<file path="src/rtl/fb_pkg.sv">
// Shared definitions for the framebuffer arbiter: requester ids, default widths and the
// read-return tag carried down the return pipe.
package fb_pkg;

    localparam logic [1:0] REQ_RX    = 2'd0;
    localparam logic [1:0] REQ_SOBEL = 2'd1;
    localparam logic [1:0] REQ_TX    = 2'd2;
    localparam logic [1:0] REQ_NONE  = 2'd3;

    localparam int unsigned NUM_REQ   = 3;
    localparam int unsigned FB_ADDR_W = 15;
    localparam int unsigned FB_DATA_W = 8;
    localparam int unsigned FB_RD_LAT = 2;

    typedef struct packed {
        logic       valid;
        logic [1:0] id;
    } ret_tag_t;

    // Round-robin successor over the three requesters; REQ_NONE also maps to RX.
    function automatic logic [1:0] rr_next(input logic [1:0] cur);
        return (cur >= REQ_TX) ? REQ_RX : cur + 2'd1;
    endfunction

endpackage

</file>
<file path="src/rtl/rr_arbiter3.sv">
// Three-way round-robin arbiter: pointer register plus combinational one-hot grant.
// Grants are suppressed while reset is asserted.
module rr_arbiter3
    import fb_pkg::*;
(
    input  logic       clock,
    input  logic       reset,
    input  logic [2:0] req,
    output logic [2:0] gnt,
    output logic [1:0] id
);

    logic [1:0] ptr_q, ptr_d;
    logic [1:0] cand;
    logic       found;
    logic [3:0] req_m;
    logic [3:0] gnt_w;

    // Spare top bit keeps every candidate index in range, including REQ_NONE.
    assign req_m = {1'b0, req & {3{reset}}};
    assign gnt   = gnt_w[2:0];

    always_comb begin
        gnt_w = '0;
        id    = REQ_NONE;
        found = 1'b0;
        cand  = ptr_q;
        for (int unsigned i = 0; i < NUM_REQ; i++) begin
            if (!found && req_m[cand]) begin
                found       = 1'b1;
                id          = cand;
                gnt_w[cand] = 1'b1;
            end
            cand = rr_next(cand);
        end
        ptr_d = found ? rr_next(id) : ptr_q;
    end

    always_ff @(posedge clock or negedge reset) begin
        if (!reset) begin
            ptr_q <= REQ_RX;
        end else begin
            ptr_q <= ptr_d;
        end
    end

endmodule

</file>
<file path="src/rtl/fb_arbiter.sv">
// Framebuffer RAM arbiter: one registered RAM command per clock, round-robin among RX,
// SOBEL and TX, with read data routed back to the issuer after a fixed latency.
module fb_arbiter
    import fb_pkg::*;
#(
    parameter int unsigned ADDR_W = FB_ADDR_W,
    parameter int unsigned DATA_W = FB_DATA_W,
    parameter int unsigned RD_LAT = FB_RD_LAT
) (
    input  logic              clock,
    input  logic              reset,
    input  logic              rx_req,
    input  logic [ADDR_W-1:0] rx_addr,
    input  logic [DATA_W-1:0] rx_wdata,
    output logic              rx_gnt,
    input  logic              sb_req,
    input  logic              sb_we,
    input  logic [ADDR_W-1:0] sb_addr,
    input  logic [DATA_W-1:0] sb_wdata,
    output logic              sb_gnt,
    output logic              sb_rvalid,
    input  logic              tx_req,
    input  logic [ADDR_W-1:0] tx_addr,
    output logic              tx_gnt,
    output logic              tx_rvalid,
    output logic [DATA_W-1:0] rdata,
    output logic [ADDR_W-1:0] mem_addr,
    output logic              mem_we,
    output logic [DATA_W-1:0] mem_wdata,
    input  logic [DATA_W-1:0] mem_q,
    output logic [1:0]        db_owner
);

    logic [2:0]        req, gnt;
    logic [1:0]        win_id;
    logic              any_gnt;
    logic              sel_we;
    logic [ADDR_W-1:0] sel_addr;
    logic [DATA_W-1:0] sel_wdata;

    logic [ADDR_W-1:0] mem_addr_q;
    logic              mem_we_q;
    logic [DATA_W-1:0] mem_wdata_q;
    logic [1:0]        owner_q;
    logic [DATA_W-1:0] rdata_q;
    ret_tag_t          ret_in;
    ret_tag_t          ret_q [RD_LAT+1];

    assign req = {tx_req, sb_req, rx_req};

    rr_arbiter3 u_arb (
        .clock (clock),
        .reset (reset),
        .req   (req),
        .gnt   (gnt),
        .id    (win_id)
    );

    assign rx_gnt  = gnt[REQ_RX];
    assign sb_gnt  = gnt[REQ_SOBEL];
    assign tx_gnt  = gnt[REQ_TX];
    assign any_gnt = |gnt;

    // Operand mux for the winner. RX only writes, TX only reads and carries no data.
    always_comb begin
        sel_we    = 1'b0;
        sel_addr  = mem_addr_q;
        sel_wdata = mem_wdata_q;
        case (win_id)
            REQ_RX: begin
                sel_we    = 1'b1;
                sel_addr  = rx_addr;
                sel_wdata = rx_wdata;
            end
            REQ_SOBEL: begin
                sel_we    = sb_we;
                sel_addr  = sb_addr;
                sel_wdata = sb_wdata;
            end
            REQ_TX: begin
                sel_addr  = tx_addr;
            end
            default: ;
        endcase
    end

    always_ff @(posedge clock or negedge reset) begin
        if (!reset) begin
            mem_addr_q  <= '0;
            mem_we_q    <= 1'b0;
            mem_wdata_q <= '0;
            owner_q     <= REQ_NONE;
        end else if (any_gnt) begin
            mem_addr_q  <= sel_addr;
            mem_we_q    <= sel_we;
            mem_wdata_q <= sel_wdata;
            owner_q     <= win_id;
        end else begin
            mem_we_q    <= 1'b0;
            owner_q     <= REQ_NONE;
        end
    end

    assign ret_in.valid = any_gnt & ~sel_we;
    assign ret_in.id    = win_id;

    // Stage 0 lines up with mem_addr; mem_q is captured as the tag leaves stage RD_LAT-1.
    always_ff @(posedge clock or negedge reset) begin
        if (!reset) begin
            for (int unsigned i = 0; i <= RD_LAT; i++) begin
                ret_q[i] <= '0;
            end
        end else begin
            ret_q[0] <= ret_in;
            for (int unsigned i = 1; i <= RD_LAT; i++) begin
                ret_q[i] <= ret_q[i-1];
            end
        end
    end

    always_ff @(posedge clock or negedge reset) begin
        if (!reset) begin
            rdata_q <= '0;
        end else if (ret_q[RD_LAT-1].valid) begin
            rdata_q <= mem_q;
        end
    end

    assign sb_rvalid = ret_q[RD_LAT].valid && (ret_q[RD_LAT].id == REQ_SOBEL);
    assign tx_rvalid = ret_q[RD_LAT].valid && (ret_q[RD_LAT].id == REQ_TX);
    assign rdata     = rdata_q;
    assign mem_addr  = mem_addr_q;
    assign mem_we    = mem_we_q;
    assign mem_wdata = mem_wdata_q;
    assign db_owner  = owner_q;

endmodule

</file>
<file path="config.mk">
export PLATFORM = sky130hd
export DESIGN_NAME = fb_arbiter
export DESIGN_NICKNAME = d
export VERILOG_FILES = /design/src/rtl/fb_pkg.sv /design/src/rtl/rr_arbiter3.sv /design/src/rtl/fb_arbiter.sv
export SDC_FILE = /design/constraint.sdc
export NUM_CORES = 1
export LEC_CHECK = 0
export CORE_UTILIZATION = 38
export DETAILED_ROUTE_END_ITERATION = 7
export GPL_TIMING_DRIVEN = 0
export PLACE_DENSITY = 0.87
export SYNTH_ARGS = -nofsm -noshare
export SYNTH_HDL_FRONTEND = slang
export SYNTH_SLANG_ARGS = --single-unit
</file>
<file path="constraint.sdc">
create_clock -name clock -period 4.15 [get_ports clock]
set_input_delay 0.415 -clock clock [delete_from_list [all_inputs] [get_ports clock]]
set_output_delay 0.415 -clock clock [all_outputs]
set_load 0.05 [all_outputs]
</file>
== Yosys cells after proc, flatten, opt, wreduce, memory -nomap -nowiden ==
Cells that the tools add are included.

* $add $sub $neg: 3
* Multipliers: 0
* Div/mod/pow operators: 0
* $lt $le $gt $ge: 9
* Eq/ne operators: 4
* Shifts and indexed selects: 0
* Muxes and demuxes: 29
* Bitwise gates (word level): 5
* Reductions and logical operators: 15

{| class="wikitable"
|+ Operator list
! cell !! count
|-
| $pmux W15 S3 || 1
|-
| $pmux W8 S2 || 1
|-
| $mux W2 || 7
|-
| $mux W1 || 10
|-
| $lt A2 B3 Y1 const B || 3
|-
| $mux W3 || 3
|-
| $logic_and A1 B1 Y1 || 7
|-
| $add A2 B1 Y2 const B || 3
|-
| $bmux W1 S2 || 3
|-
| $demux W1 S2 || 3
|-
| $ge A2 B1 Y1 const B || 3
|-
| $ge A2 B2 Y1 const B || 3
|-
| $or A3 B3 Y3 || 2
|-
| $eq A2 B1 Y1 const B || 2
|-
| $eq A2 B2 Y1 const B || 2
|-
| $reduce_and A2 Y1 || 2
|-
| $and A3 B3 Y3 || 1
|-
| $reduce_bool A3 Y1 || 1
|-
| $reduce_or A3 Y1 || 1
|-
| $logic_not A1 Y1 || 2
|-
| $logic_not A2 Y1 || 1
|-
| $pmux W1 S2 || 1
|-
| $reduce_bool A2 Y1 || 1
|-
| $and A1 B1 Y1 || 1
|-
| $not A1 Y1 || 1
|}

* Register bits: 45
* Latch bits: 0
* RAM bits: 0
* ROM bits: 0
* Logic and storage cells: 77
* Memories kept: 0

== Depth between registers and ports, before layout ==
* Depth in word-level cells: 14
* Mapped depth: 11
* Gate-level depth less buffers: 9

== By module ==
A second synthesis with hierarchy kept.

* Cell total of the unflattened synthesis: 202
* Area total of the unflattened synthesis: 2288.4 um^2

{| class="wikitable"
|+ By module, submodules not included
! module !! times used !! cells an instance !! area each (um^2) !! seq. area each (um^2)
|-
| fb_arbiter || 1 || 164 || 1974.4 || 1078.5
|-
| rr_arbiter3 || 1 || 38 || 314.1 || 50.0
|}

== Worst setup path before layout ==
OpenSTA, ideal clock, no wires.

* Kind: register to register
* From: reg u_arb.ptr_q[1]
* To: reg mem_wdata_q[0] (netlist: mem_wdata[0])
* Setup time: 0.104 ns
* Arrival: 2.046 ns
* Slack: 2.000 ns
* Cell stages (with the launch flop): 10
* Clock period less this slack: 2.150 ns
* Cell sequence: dfrtp_1 nand2b_1 nor2_1 o21ai_0 and3_1 ha_1 buf_2 buf_1 inv_1 a221oi_1

* Longest elaborated chain between the ends: 12
* Elaborated cells between the ends (all ways): 47

{| class="wikitable"
|+ Ends and longest elaborated chain
! what !! line !! text
|-
| from (decl) || rr_arbiter3.sv:13 || <nowiki>logic [1:0] ptr_q, ptr_d;</nowiki>
|-
| from (signal assigned) || rr_arbiter3.sv:43 || <nowiki>ptr_q <= ptr_d;</nowiki>
|-
| $add A2 B1 Y2 (tied with other cells) || fb_pkg.sv:22 || <nowiki>return (cur >= REQ_TX) ? REQ_RX : cur + 2'd1;</nowiki>
|-
| $mux W2 or $mux W1 (tied branches) || fb_pkg.sv:22, rr_arbiter3.sv:29 ||
|-
| $add A2 B1 Y2 (tied with other cells) || fb_pkg.sv:22 ||
|-
| $mux W2 (tied with other cells) || fb_pkg.sv:22 ||
|-
| $lt A2 B3 Y1 (implied by the code) (tied with other cells) || rr_arbiter3.sv:32 || <nowiki>gnt_w[cand] = 1'b1;</nowiki>
|-
| $logic_and A1 B1 Y1 (implied by the code) (tied with other cells) || rr_arbiter3.sv:32 ||
|-
| $mux W1 (implied by the code) (tied with other cells) || rr_arbiter3.sv:32 ||
|-
| $demux W1 S2 (tied with other cells) || - ||
|-
| $or A3 B3 Y3 (no line) or $mux W2 (tied branches) || - ||
|-
| $mux W3 (tied with other cells) || rr_arbiter3.sv:29 || <nowiki>if (!found && req_m[cand]) begin</nowiki>
|-
| $reduce_or A3 Y1 or $reduce_bool A2 Y1 (tied branches) || - ||
|-
| $reduce_and A2 Y1 (no line) || - ||
|-
| to (signal assigned) || fb_arbiter.sv:96 || <nowiki>mem_wdata_q <= sel_wdata;</nowiki>
|-
| to (decl) || fb_arbiter.sv:43 || <nowiki>logic [DATA_W-1:0] mem_wdata_q;</nowiki>
|}

Parallel ways exist; a longest one is shown, timed or not. The select of a mux whose other input is x is not followed.
A chain may end at the register's enable or synchronous reset.

==> impl_metrics.env <==
export IMPL_syn_nets=302
export IMPL_period_needed_ns=3.21
export IMPL_clock_sinks=45
export IMPL_yosysUniqueCellTypes=33
export IMPL_drc_errors=0
export IMPL_drv_slew=0
export IMPL_grt_pass1_vias=2073
export IMPL_cp_max_fo=40
export IMPL_design_area_sq_mm=0.00351
export IMPL_drt_iter0_drc=132
export IMPL_io_buffers=113
export IMPL_crit_buf_inv=6
export IMPL_worst_setup_path_start_kind="input port"
export IMPL_grt_pass1_wl_um=9850
export IMPL_grt_max_degree=41
export IMPL_htree_levels=2
export IMPL_layout_commonest_cell="clkdlybuf4s50_1"
export IMPL_avgViaCountPerCell=5.07
export IMPL_wl_um=6030
export IMPL_dr_pass1_iters=4
export IMPL_clockRootBuffer="clkbuf_8"
export IMPL_status="complete, no violations"
export IMPL_holdCritPathClass="reg2reg"
export IMPL_cts_buffers=5
export IMPL_yosysWarnings=0
export IMPL_placed_cell_area_sq_mm=0.00340
export IMPL_power_density_mw_per_mm2=454
export IMPL_maxCapViolCount=0
export IMPL_diodes=0
export IMPL_layout_common_cells="clkdlybuf4s50_1 (112), dfrtp_1 (43), nand2_1 (38)"
export IMPL_worstSetupEndpointType="flip-flop"
export IMPL_holdWs_ns=0.343
export IMPL_post_cts_buffers=0
export IMPL_core_area_sq_mm=0.00551
export IMPL_clk_latency_ns=0.30
export IMPL_tightest_slew_ns=0.523
export IMPL_worst_slack_ns=0.936
export IMPL_crit_start="reset"
export IMPL_drive_above_1_share_pct=8.41
export IMPL_crit_arrival_ns=3.42
export IMPL_seqCellArea_sq_mm=0.00113
export IMPL_ir_drop_uv=230
export IMPL_ios=114
export IMPL_antenna_found_initial=0
export IMPL_wl_per_cell_um=14.5
export IMPL_cts_clk_slew_worst_paths_ns=0.09
export IMPL_critPathKind="in2reg"
export IMPL_grt_overflow_total=0
export IMPL_fillers=445
export IMPL_fmax_ghz=0.311
export IMPL_r2r_slack_ns=1.38
export IMPL_min_delay_start="ret_q[6]$_DFF_PN0_"
export IMPL_hold_depth=0
export IMPL_fp_dieH_um=77.5
export IMPL_crit_family="buffers and inverters"
export IMPL_multiInputGateArea_sq_um=923
export IMPL_detailed_place_hpwl_um=4510
export IMPL_ant_nets=0
export IMPL_synthesis_area_sq_mm=0.00216
export IMPL_cts_resized=0
export IMPL_syn_inst=222
export IMPL_start_util_pct=39.3
export IMPL_cp_slowest_cell="dlygate4sd3_1"
export IMPL_setup_violations=0
export IMPL_hold_viol=0
export IMPL_area_growth_pct=62.0
export IMPL_fin_setup_tns_ns=0
export IMPL_worstPathCellList="dlygate4sd3_1 -> buf_2 -> buf_12 -> buf_2 -> o221ai_1 -> inv_1 -> ha_1 -> clkbuf_1 -> a22oi_1 -> nand2_1 -> o21ai_0 -> o21ai_0"
export IMPL_r2r_start="u_arb.ptr_q[1]$_DFFE_PN0P_"
export IMPL_track_usage_pct=20.8
export IMPL_rows=27
export IMPL_critPathMaxStageDelay_ns=0.52
export IMPL_ys_seq_area_share_pct=52.1
export IMPL_p_leak_nw=1.50
export IMPL_rsz0062_at_grt="no"
export IMPL_cts_tree="done"
export IMPL_dp_slack_ns=1.01
export IMPL_vias=2115
export IMPL_gp_congestion=0.818
export IMPL_relSlewSlack_pct=65.0
export IMPL_crit_required_ns=4.36
export IMPL_clockBufferDepth=2
export IMPL_path_depth=12
export IMPL_final_nets=424
export IMPL_skew_ns=0.0101
export IMPL_synth_seq_cells=45
export IMPL_avgSynthCellArea_sq_um=9.75
export IMPL_reg2reg_depth=9
export IMPL_die_w_um=77.5
export IMPL_period_share_pct=77.5
export IMPL_die_area_sq_mm=0.00600
==> area by class of cell <==
type | instances | share of cell area (%)
Buffer | 14 | 1.93
Clock buffer | 6 | 2.35
Clock inverter | 2 | 0.392
Inverter | 12 | 1.28
Multi-Input combinational cell | 151 | 26.3
Sequential cell | 45 | 32.2
Tap cell | 72 | 2.57
Timing Repair Buffer | 115 | 33.0
==> flip-flops by register name (all words and copies together), names as in the netlist <==
signal	cells
mem_we	1
db_owner	2
u_arb.ptr_q	2
ret_q	9
mem_wdata	8
mem_addr	15
rdata	8
==> Yosys cell counts <==
cell	number	area share, %
nor2_1	15	2.6
a221oi_1	7	2.8
nand2b_1	3	0.87
dfstp_2	2	2.4
o221a_1	1	0.52
a31oi_1	1	0.29
buf_2	5	1.2
ha_1	5	2.9
nand3_1	2	0.46
o211ai_4	1	0.98
nand2_1	38	6.6
and2_1	1	0.29
o211a_1	2	0.92
nor2b_1	2	0.58
and3_1	1	0.29
a21boi_4	1	0.87
buf_6	1	0.52
o211ai_1	1	0.35
o221ai_1	2	0.81
mux2_2	8	4.2
buf_1	1	0.17
o21ai_0	32	7.4
clkbuf_1	6	1.0
a21oi_1	1	0.23
a22oi_1	15	5.2
and3b_1	1	0.40
dfrtp_1	43	50
o21ai_1	2	0.46
clkbuf_2	1	0.23
or2_1	1	0.29
o21a_1	1	0.35
o22ai_1	7	2.0
inv_1	12	2.1
==> metal layers <==
metal | part of all wire, % | track usage, % | up-vias
li1 | - | - | 1023
met1 | 43 | 25.9 | 1013
met2 | 51 | 35.8 | 72
met3 | 5.2 | 3.88 | 7
met4 | 1.2 | 7.55 | 0
met5 | 0 | 0 | -
==> stage by stage <==
step                utilization [%]  power, mW  instances
detailed placement             61.8       1.32        408
CTS                            63.7       1.61        417
global route                   63.7       1.67        417
global placement               61.5       1.30        407
floorplan                         -       1.02        222
finish                         63.7       1.59        417
==> where the power goes <==
group,total (mW),switching [mW],internal (mW)
Sequential,0.577,0.0515,0.526
Clock,0.282,0.147,0.135
Combinational,0.733,0.455,0.279
Total,1.59,0.653,0.939
==> worst reg2reg max path, stage by stage (launching register included) <==
cell and delay (ns):
dfrtp_1 0.47, nand2b_1 0.19, nor2_1 0.05, o21ai_0 0.32, and3_1 0.28, ha_1 0.16
buf_2 0.23, buf_1 0.39, inv_1 0.24, a221oi_1 0.34
==> path summary, 6_finish.rpt <==
check	end
max	mem_addr[1]$_DFFE_PN0P_
min	ret_q[3]$_DFF_PN0_
max reg2reg	mem_wdata[5]$_DFFE_PN0P_
min reg2reg	ret_q[3]$_DFF_PN0_
max in group asynchronous	db_owner[0]$_DFF_PN1_
min in group asynchronous	rdata[6]$_DFFE_PN0P_
==> what timing repair did <==
item,4_1_cts,5_1_grt
setup endpoints to repair,0,0
endpoints found under the hold margin,8,0
hold buffers,1,0
==> kinds of logic after synthesis <==
kind of cell               share of synthesized area (%)
and+or+nand+nor                                     12.4
DFF                                                 52.1
AOI/OAI and AO/OA                                   23.2
adders and majority gates                           2.89
muxes                                               4.16
buffers and inverters                               5.20
Note: power is estimated with default switching activity, not from simulation.
